**src/rtl/nic_defs.sv**
```systemverilog
`default_nettype none
// ============================================================================
//  Module      : nic_defs (package)
//  Description : Beat layout constants and RX framer state encoding shared by
//                the NIC UDP TX packetizer and RX depacketizer.
//  Revision    : 1.0 - initial release
// ============================================================================
package nic_defs;

    localparam int MAC_W         = 48;
    localparam int ETH_HDR_BYTES = 14;

    // Header fields on the SOP beat
    localparam int DST_HI        = 255;
    localparam int DST_LO        = 208;
    localparam int LEN_HI        = 159;
    localparam int LEN_LO        = 144;

    // Payload slices carried by each beat
    localparam int SOP_PLOAD_HI  = 143;
    localparam int MID_PLOAD_LO  = 144;
    localparam int MID_PLOAD_HI  = 399;
    localparam int EOP_PLOAD_LO  = 400;
    localparam int EOP_PLOAD_HI  = 511;
    localparam int EOP_BEAT_BITS = EOP_PLOAD_HI - EOP_PLOAD_LO + 1;

    localparam logic [4:0] EOP_EMPTY = 5'd18;

    typedef enum logic [2:0] {
        RxIdle  = 3'd0,
        RxData  = 3'd1,
        RxEop   = 3'd2,
        RxDrain = 3'd3,
        RxOut   = 3'd4
    } rx_state_e;

endpackage : nic_defs
`default_nettype wire

```
**src/rtl/sat_counter.sv**
```systemverilog
`default_nettype none
// ============================================================================
//  Module      : sat_counter
//  Description : Up-counter that sticks at all-ones instead of wrapping.
//  Revision    : 1.0 - initial release
// ============================================================================
module sat_counter #(
    parameter int WIDTH = 32
) (
    input  logic             clk,
    input  logic             rst_n,
    input  logic             inc_i,
    output logic [WIDTH-1:0] count_o
);

    logic [WIDTH-1:0] count_q;

    // Count one event per cycle, holding once every bit is set
    always_ff @(posedge clk or negedge rst_n) begin
        if (!rst_n) begin
            count_q <= '0;
        end else if (inc_i && (count_q != {WIDTH{1'b1}})) begin
            count_q <= count_q + {{(WIDTH-1){1'b0}}, 1'b1};
        end
    end

    assign count_o = count_q;

endmodule : sat_counter
`default_nettype wire

```
**src/rtl/udp_rx_depacketizer.sv**
```systemverilog
`default_nettype none
// ============================================================================
//  Module      : udp_rx_depacketizer
//  Description : Reassembles 3-beat 256-bit Avalon-ST frames into a 512-bit
//                payload, filtering on dst MAC, length, framing and MAC error,
//                with saturating statistics counters.
//  Revision    : 1.0 - initial release
// ============================================================================
module udp_rx_depacketizer
    import nic_defs::*;
#(
    parameter logic [47:0] LOCAL_MAC        = 48'h000000000000,
    parameter bit          ACCEPT_BROADCAST = 1'b1,
    parameter logic [15:0] EXPECTED_LEN     = 16'd64,
    parameter int          CNT_WIDTH        = 32
) (
    input  logic                 clk,
    input  logic                 reset_n,
    input  logic [255:0]         rx_data_in,
    input  logic                 rx_valid_in,
    input  logic                 rx_sop_in,
    input  logic                 rx_eop_in,
    input  logic [4:0]           rx_empty_in,
    input  logic [5:0]           rx_error_in,
    output logic                 rx_ready_out,
    output logic [511:0]         pload_out,
    output logic                 pload_valid_out,
    input  logic                 pload_ready_in,
    output logic [CNT_WIDTH-1:0] cnt_ok_out,
    output logic [CNT_WIDTH-1:0] cnt_frame_err_out,
    output logic [CNT_WIDTH-1:0] cnt_mac_drop_out,
    output logic [CNT_WIDTH-1:0] cnt_len_drop_out,
    output logic [CNT_WIDTH-1:0] cnt_phy_err_out
);

    rx_state_e    state_q, state_d;
    logic         rx_ready_q;
    logic         pload_valid_q;
    logic [511:0] pload_q;
    logic         mac_bad_q;
    logic         len_bad_q;

    logic         beat_acc;
    logic         lat_sop, lat_mid, lat_eop;
    logic         inc_ok, inc_frame, inc_mac, inc_len, inc_phy;
    logic [MAC_W-1:0] sop_dst;
    logic         sop_mac_bad;
    logic         sop_len_bad;

    assign beat_acc    = rx_valid_in & rx_ready_q;
    assign sop_dst     = rx_data_in[DST_HI:DST_LO];
    assign sop_mac_bad = (sop_dst != LOCAL_MAC) &&
                         !(ACCEPT_BROADCAST && (sop_dst == {MAC_W{1'b1}}));
    assign sop_len_bad = (rx_data_in[LEN_HI:LEN_LO] != EXPECTED_LEN);

    // Next-state and counter-event decode for the accepted beat
    always_comb begin
        state_d   = state_q;
        lat_sop   = 1'b0;
        lat_mid   = 1'b0;
        lat_eop   = 1'b0;
        inc_ok    = 1'b0;
        inc_frame = 1'b0;
        inc_mac   = 1'b0;
        inc_len   = 1'b0;
        inc_phy   = 1'b0;
        if (beat_acc) begin
            case (state_q)
                RxIdle, RxData, RxEop, RxDrain: begin
                    if (rx_sop_in) begin
                        // An SOP mid-frame aborts the frame, then restarts on it
                        if ((state_q == RxData) || (state_q == RxEop))
                            inc_frame = 1'b1;
                        if (rx_eop_in) begin
                            inc_frame = 1'b1;
                            state_d   = (state_q == RxDrain) ? RxDrain : RxIdle;
                        end else begin
                            lat_sop = 1'b1;
                            state_d = RxData;
                        end
                    end else begin
                        case (state_q)
                            RxIdle: begin
                                inc_frame = 1'b1;
                                state_d   = rx_eop_in ? RxIdle : RxDrain;
                            end
                            RxData: begin
                                if (rx_eop_in) begin
                                    inc_frame = 1'b1;
                                    state_d   = RxIdle;
                                end else begin
                                    lat_mid = 1'b1;
                                    state_d = RxEop;
                                end
                            end
                            RxEop: begin
                                if (!rx_eop_in) begin
                                    inc_frame = 1'b1;
                                    state_d   = RxDrain;
                                end else begin
                                    lat_eop = 1'b1;
                                    state_d = RxIdle;
                                    if (rx_error_in != 6'd0)          inc_phy   = 1'b1;
                                    else if (rx_empty_in != EOP_EMPTY) inc_frame = 1'b1;
                                    else if (mac_bad_q)                inc_mac   = 1'b1;
                                    else if (len_bad_q)                inc_len   = 1'b1;
                                    else begin
                                        inc_ok  = 1'b1;
                                        state_d = RxOut;
                                    end
                                end
                            end
                            default: begin
                                if (rx_eop_in) state_d = RxIdle;
                            end
                        endcase
                    end
                end
                default: ;
            endcase
        end
        if ((state_q == RxOut) && pload_ready_in)
            state_d = RxIdle;
    end

    // State, registered handshakes, per-frame flags and payload assembly
    always_ff @(posedge clk or negedge reset_n) begin
        if (!reset_n) begin
            state_q       <= RxIdle;
            rx_ready_q    <= 1'b0;
            pload_valid_q <= 1'b0;
            pload_q       <= '0;
            mac_bad_q     <= 1'b0;
            len_bad_q     <= 1'b0;
        end else begin
            state_q       <= state_d;
            rx_ready_q    <= (state_d != RxOut);
            pload_valid_q <= (state_d == RxOut);
            if (lat_sop) begin
                pload_q[SOP_PLOAD_HI:0] <= rx_data_in[SOP_PLOAD_HI:0];
                mac_bad_q               <= sop_mac_bad;
                len_bad_q               <= sop_len_bad;
            end
            if (lat_mid)
                pload_q[MID_PLOAD_HI:MID_PLOAD_LO] <= rx_data_in;
            if (lat_eop)
                pload_q[EOP_PLOAD_HI:EOP_PLOAD_LO] <= rx_data_in[EOP_BEAT_BITS-1:0];
        end
    end

    assign rx_ready_out    = rx_ready_q;
    assign pload_valid_out = pload_valid_q;
    assign pload_out       = pload_q;

    sat_counter #(.WIDTH(CNT_WIDTH)) u_cnt_ok (
        .clk(clk), .rst_n(reset_n), .inc_i(inc_ok), .count_o(cnt_ok_out));
    sat_counter #(.WIDTH(CNT_WIDTH)) u_cnt_frame (
        .clk(clk), .rst_n(reset_n), .inc_i(inc_frame), .count_o(cnt_frame_err_out));
    sat_counter #(.WIDTH(CNT_WIDTH)) u_cnt_mac (
        .clk(clk), .rst_n(reset_n), .inc_i(inc_mac), .count_o(cnt_mac_drop_out));
    sat_counter #(.WIDTH(CNT_WIDTH)) u_cnt_len (
        .clk(clk), .rst_n(reset_n), .inc_i(inc_len), .count_o(cnt_len_drop_out));
    sat_counter #(.WIDTH(CNT_WIDTH)) u_cnt_phy (
        .clk(clk), .rst_n(reset_n), .inc_i(inc_phy), .count_o(cnt_phy_err_out));

endmodule : udp_rx_depacketizer
`default_nettype wire
```
**config.mk**
```make
export PLATFORM = sky130hd
export DESIGN_NAME = udp_rx_depacketizer
export DESIGN_NICKNAME = d
export VERILOG_FILES = /design/src/rtl/nic_defs.sv /design/src/rtl/sat_counter.sv /design/src/rtl/udp_rx_depacketizer.sv
export SDC_FILE = /design/constraint.sdc
export NUM_CORES = 1
export LEC_CHECK = 0
export CAP_MARGIN = 5
export CORE_AREA = 2 2 369 371
export DETAILED_ROUTE_END_ITERATION = 7
export DIE_AREA = 0 0 371 373
export MAX_ROUTING_LAYER = met4
export RECOVER_POWER = 50
export SLEW_MARGIN = 20
export SYNTH_ARGS = -nofsm -noshare
export SYNTH_HDL_FRONTEND = slang
export SYNTH_SLANG_ARGS = --single-unit
```
**constraint.sdc**
```tcl
create_clock -name clk -period 4.6 [get_ports clk]
set_input_delay 0.92 -clock clk [delete_from_list [all_inputs] [get_ports clk]]
set_output_delay 0.92 -clock clk [all_outputs]
set_load 0.01 [all_outputs]
```
==> out/metrics.yaml <==
timing:
  relSlewSlack: -0.994
  tightest_slew_ns: 2.99
  hold_viol: 0
  skew_ns: 0.0436
  period_share: 0.760
  rsz0062_at_grt: "false"
  layout_min_cycle_time_ns: 3.50
  fin_ws_ns: 1.10
  finalMaxSlewViolations: 84
  hold_slack_ns: 0.467
  setup_violations: 0
  setup_tns_ns: 0
  max_freq_mhz: 286
floorplanning:
  start_util: 0.201
  dieArea_mm2: 0.138
  core-area_mm2: 0.135
  rows: 135
  io_pins: 947
  die_w_um: 371
  die_y_um: 373
synth:
  ys_ff_latch: 679
  yosys.area_share.simple: 0.131
  syn_inst: 2083
  synth_fp_nets: 2361
  synth_top_family_by_area: "multiplexers"
  synth_edf_count: 0
  synth.avg_cell_area_um2: 13.0
  synth_mux_area_frac: 0.170
  async_reset_ff_frac: 1.00
  ys_seq_area_frac: 0.629
  ys_warn_count: 0
  synth_xor_area_frac: 0.0493
  synthFlopType: "dfrtp_1"
  mappedNetlistArea_mm2: 0.0270
  synth_cell_type_count: 53
  synth_compound_area_frac: 0.00491
  synth-adder-area-share: 0.00232
detailed_routing:
  drt_wl_total_um: 103000
  drc: 0
  post_drt_wl_per_cell_um: 20.8
  vias: 20300
  firstDrtPassIters: 4
  vias_per_cell: 4.11
  ant_nets: 0
  initialDrtViolationCount: 1207
layout:
  syn_to_final_growth_pct: 53.8
  num-fill-cells: 13700
  design_area_mm2: 0.0415
  multiInputGateArea_mm2: 0.00964
  stdcell_count: 4936
  regArea_mm2: 0.0170
  fin_nets: 3358
  final_util: 0.309
  drive_above_1_share: 0.188
min_path:
  hp-class: "reg2reg"
  hold_depth: 2
power:
  power_density_mw_per_mm2: 508
  p_leak_nw: 17.8
  total_power_mw: 21.1
  ir_drop_mv: 0.397
clock_tree:
  cts_tree: "yes"
  clock_sinks: 679
  numCtsBuffers: 80
  post_cts_buffers: 0
  path_clk_slew_ns: 0.06
  htree_levels: 3
  worst_skew_pair.late_latency_ns: 0.68
  clk_path_buf_depth: 3
  postCtsResizedCells: 0
  cts-root-buf: "clkbuf_16"
  hold_buffers: 0
placement:
  gp_congestion: 0.909
  dp_hpwl_um: 78600
  placed_cells: 4779
  port_buffers: 946
  place_area_mm2: 0.0390
  post-place-ws_ns: 0.934
worst_setup_path:
  reg2regPathDepth: 6
  worstSetupPathType: "in2reg"
  cp-end-kind: "register"
  crit_required_ns: 5.20
  crit_slowest_cell: "clkbuf_2"
  max_stage_delay_ns: 1.00
  startpoint_type: "input port"
  cp_common_cell: "nand2_1"
  crit_arrival_ns: 4.10
  cp_max_fo: 70
  path_cells: "dlygate4sd3_1 -> nand3b_1 -> nor2_1 -> buf_12 -> clkbuf_2 -> nand2_1 -> nand2_1"
grt:
  antenna_found_initial: 26
  grt_pass1_wl_um: 148000
  grt.total_usage: 0.149
  overflow: 0
  grt_max_degree: 117
  grt_pass1_vias: 20900
outcome:
  violations: "capacitance limit, slew limit"
  outcome: "finished, violations left"
flow_run:
  cap_violations: 1
## where the power goes
group	internal, mW	leakage (nW)	switching [mW]
Combinational	3.67	7.94	2.60
Sequential	7.53	8.52	0.880
Clock	3.75	1.31	2.68
Total	14.9	17.8	6.16
## final timing paths
path | startpoint | to | slack (ns)
worst min-delay path | pload_out[419]$_DFFE_PN0P_ | pload_out[419]$_DFFE_PN0P_ | 0.47
max in group asynchronous | reset_n | pload_out[230]$_DFFE_PN0P_ | 1.24
min in group asynchronous | reset_n | pload_out[25]$_DFFE_PN0P_ | 1.18
worst max-delay path | rx_valid_in | pload_out[511]$_DFFE_PN0P_ | 1.10
worst max register to register | state_q[2]$_DFF_PN0_ | pload_out[511]$_DFFE_PN0P_ | 1.44
worst min register to register | pload_out[419]$_DFFE_PN0P_ | pload_out[419]$_DFFE_PN0P_ | 0.47
## flip-flops by register name, summed over array words and instances (netlist names)
name	flops
rx_ready_out	1
u_cnt_frame.count_o	32
mac_bad_q	1
u_cnt_mac.count_o	32
state_q	3
pload_out	512
u_cnt_phy.count_o	32
len_bad_q	1
u_cnt_len.count_o	32
u_cnt_ok.count_o	32
pload_valid_out	1
## layer usage
| layer | share of wire | global-route usage |
|---|---|---|
| met3 | 0.075 | 0.0445 |
| met1 | 0.43 | 0.181 |
| met2 | 0.48 | 0.239 |
| met5 | 0 | - |
| met4 | 0.018 | 0.0410 |
## final cells by class
type	instances	share of cell area
inverters	12	0.00108
clock buffers	117	0.0566
multi-input cells	1311	0.232
diodes	14	0.000843
clock inverters	26	0.00753
repair buffers	996	0.239
well taps	1781	0.0536
flip-flops and latches	679	0.409
## worst max-delay path, delay by kind of cell
kind / cells / cell delay, ns
buf+inv: 3 / 1.90
simple gates: 4 / 0.98
## cell usage after synthesis, drive strengths merged (25+ instances only)
cell	n	area, µm²
and3	41	257
nor3	25	150
xnor2	111	972
clkbuf	73	275
nand3	74	375
nor4	29	218
nor2	47	179
xor2	41	359
mux2	407	4580
nand4	68	438
nand2	390	1460
dfrtp	679	17000
## cell usage in the layout (no fill, tap or decap), types with 12 or more instances in the layout
cell,count
and3_1,41
clkbuf_8,19
nor2_1,47
dlygate4sd3_1,169
clkinv_2,13
clkbuf_16,81
inv_1,12
diode_2,14
nand3_1,73
nand4_1,66
xnor2_1,111
nand2_1,390
buf_12,12
clkdlybuf4s50_1,776
mux2_2,407
nor4_1,26
nor3_1,21
clkbuf_1,29
buf_4,24
and4_1,13
dfrtp_1,679
xor2_1,41
## cell families (layout without fill, tap and decap cells)
logic type | after synthesis | in the layout
AND/OR/NAND/NOR | 727 | 727
AO/OA/AOI/OAI | 20 | 20
buffers and inverters | 93 | 1151
other | 0 | 14
adder cells (fa/ha/maj) | 5 | 5
multiplexers | 407 | 407
XOR/XNOR | 152 | 152
flip-flops | 679 | 679
Note: power is estimated with default switching activity, not from simulation.
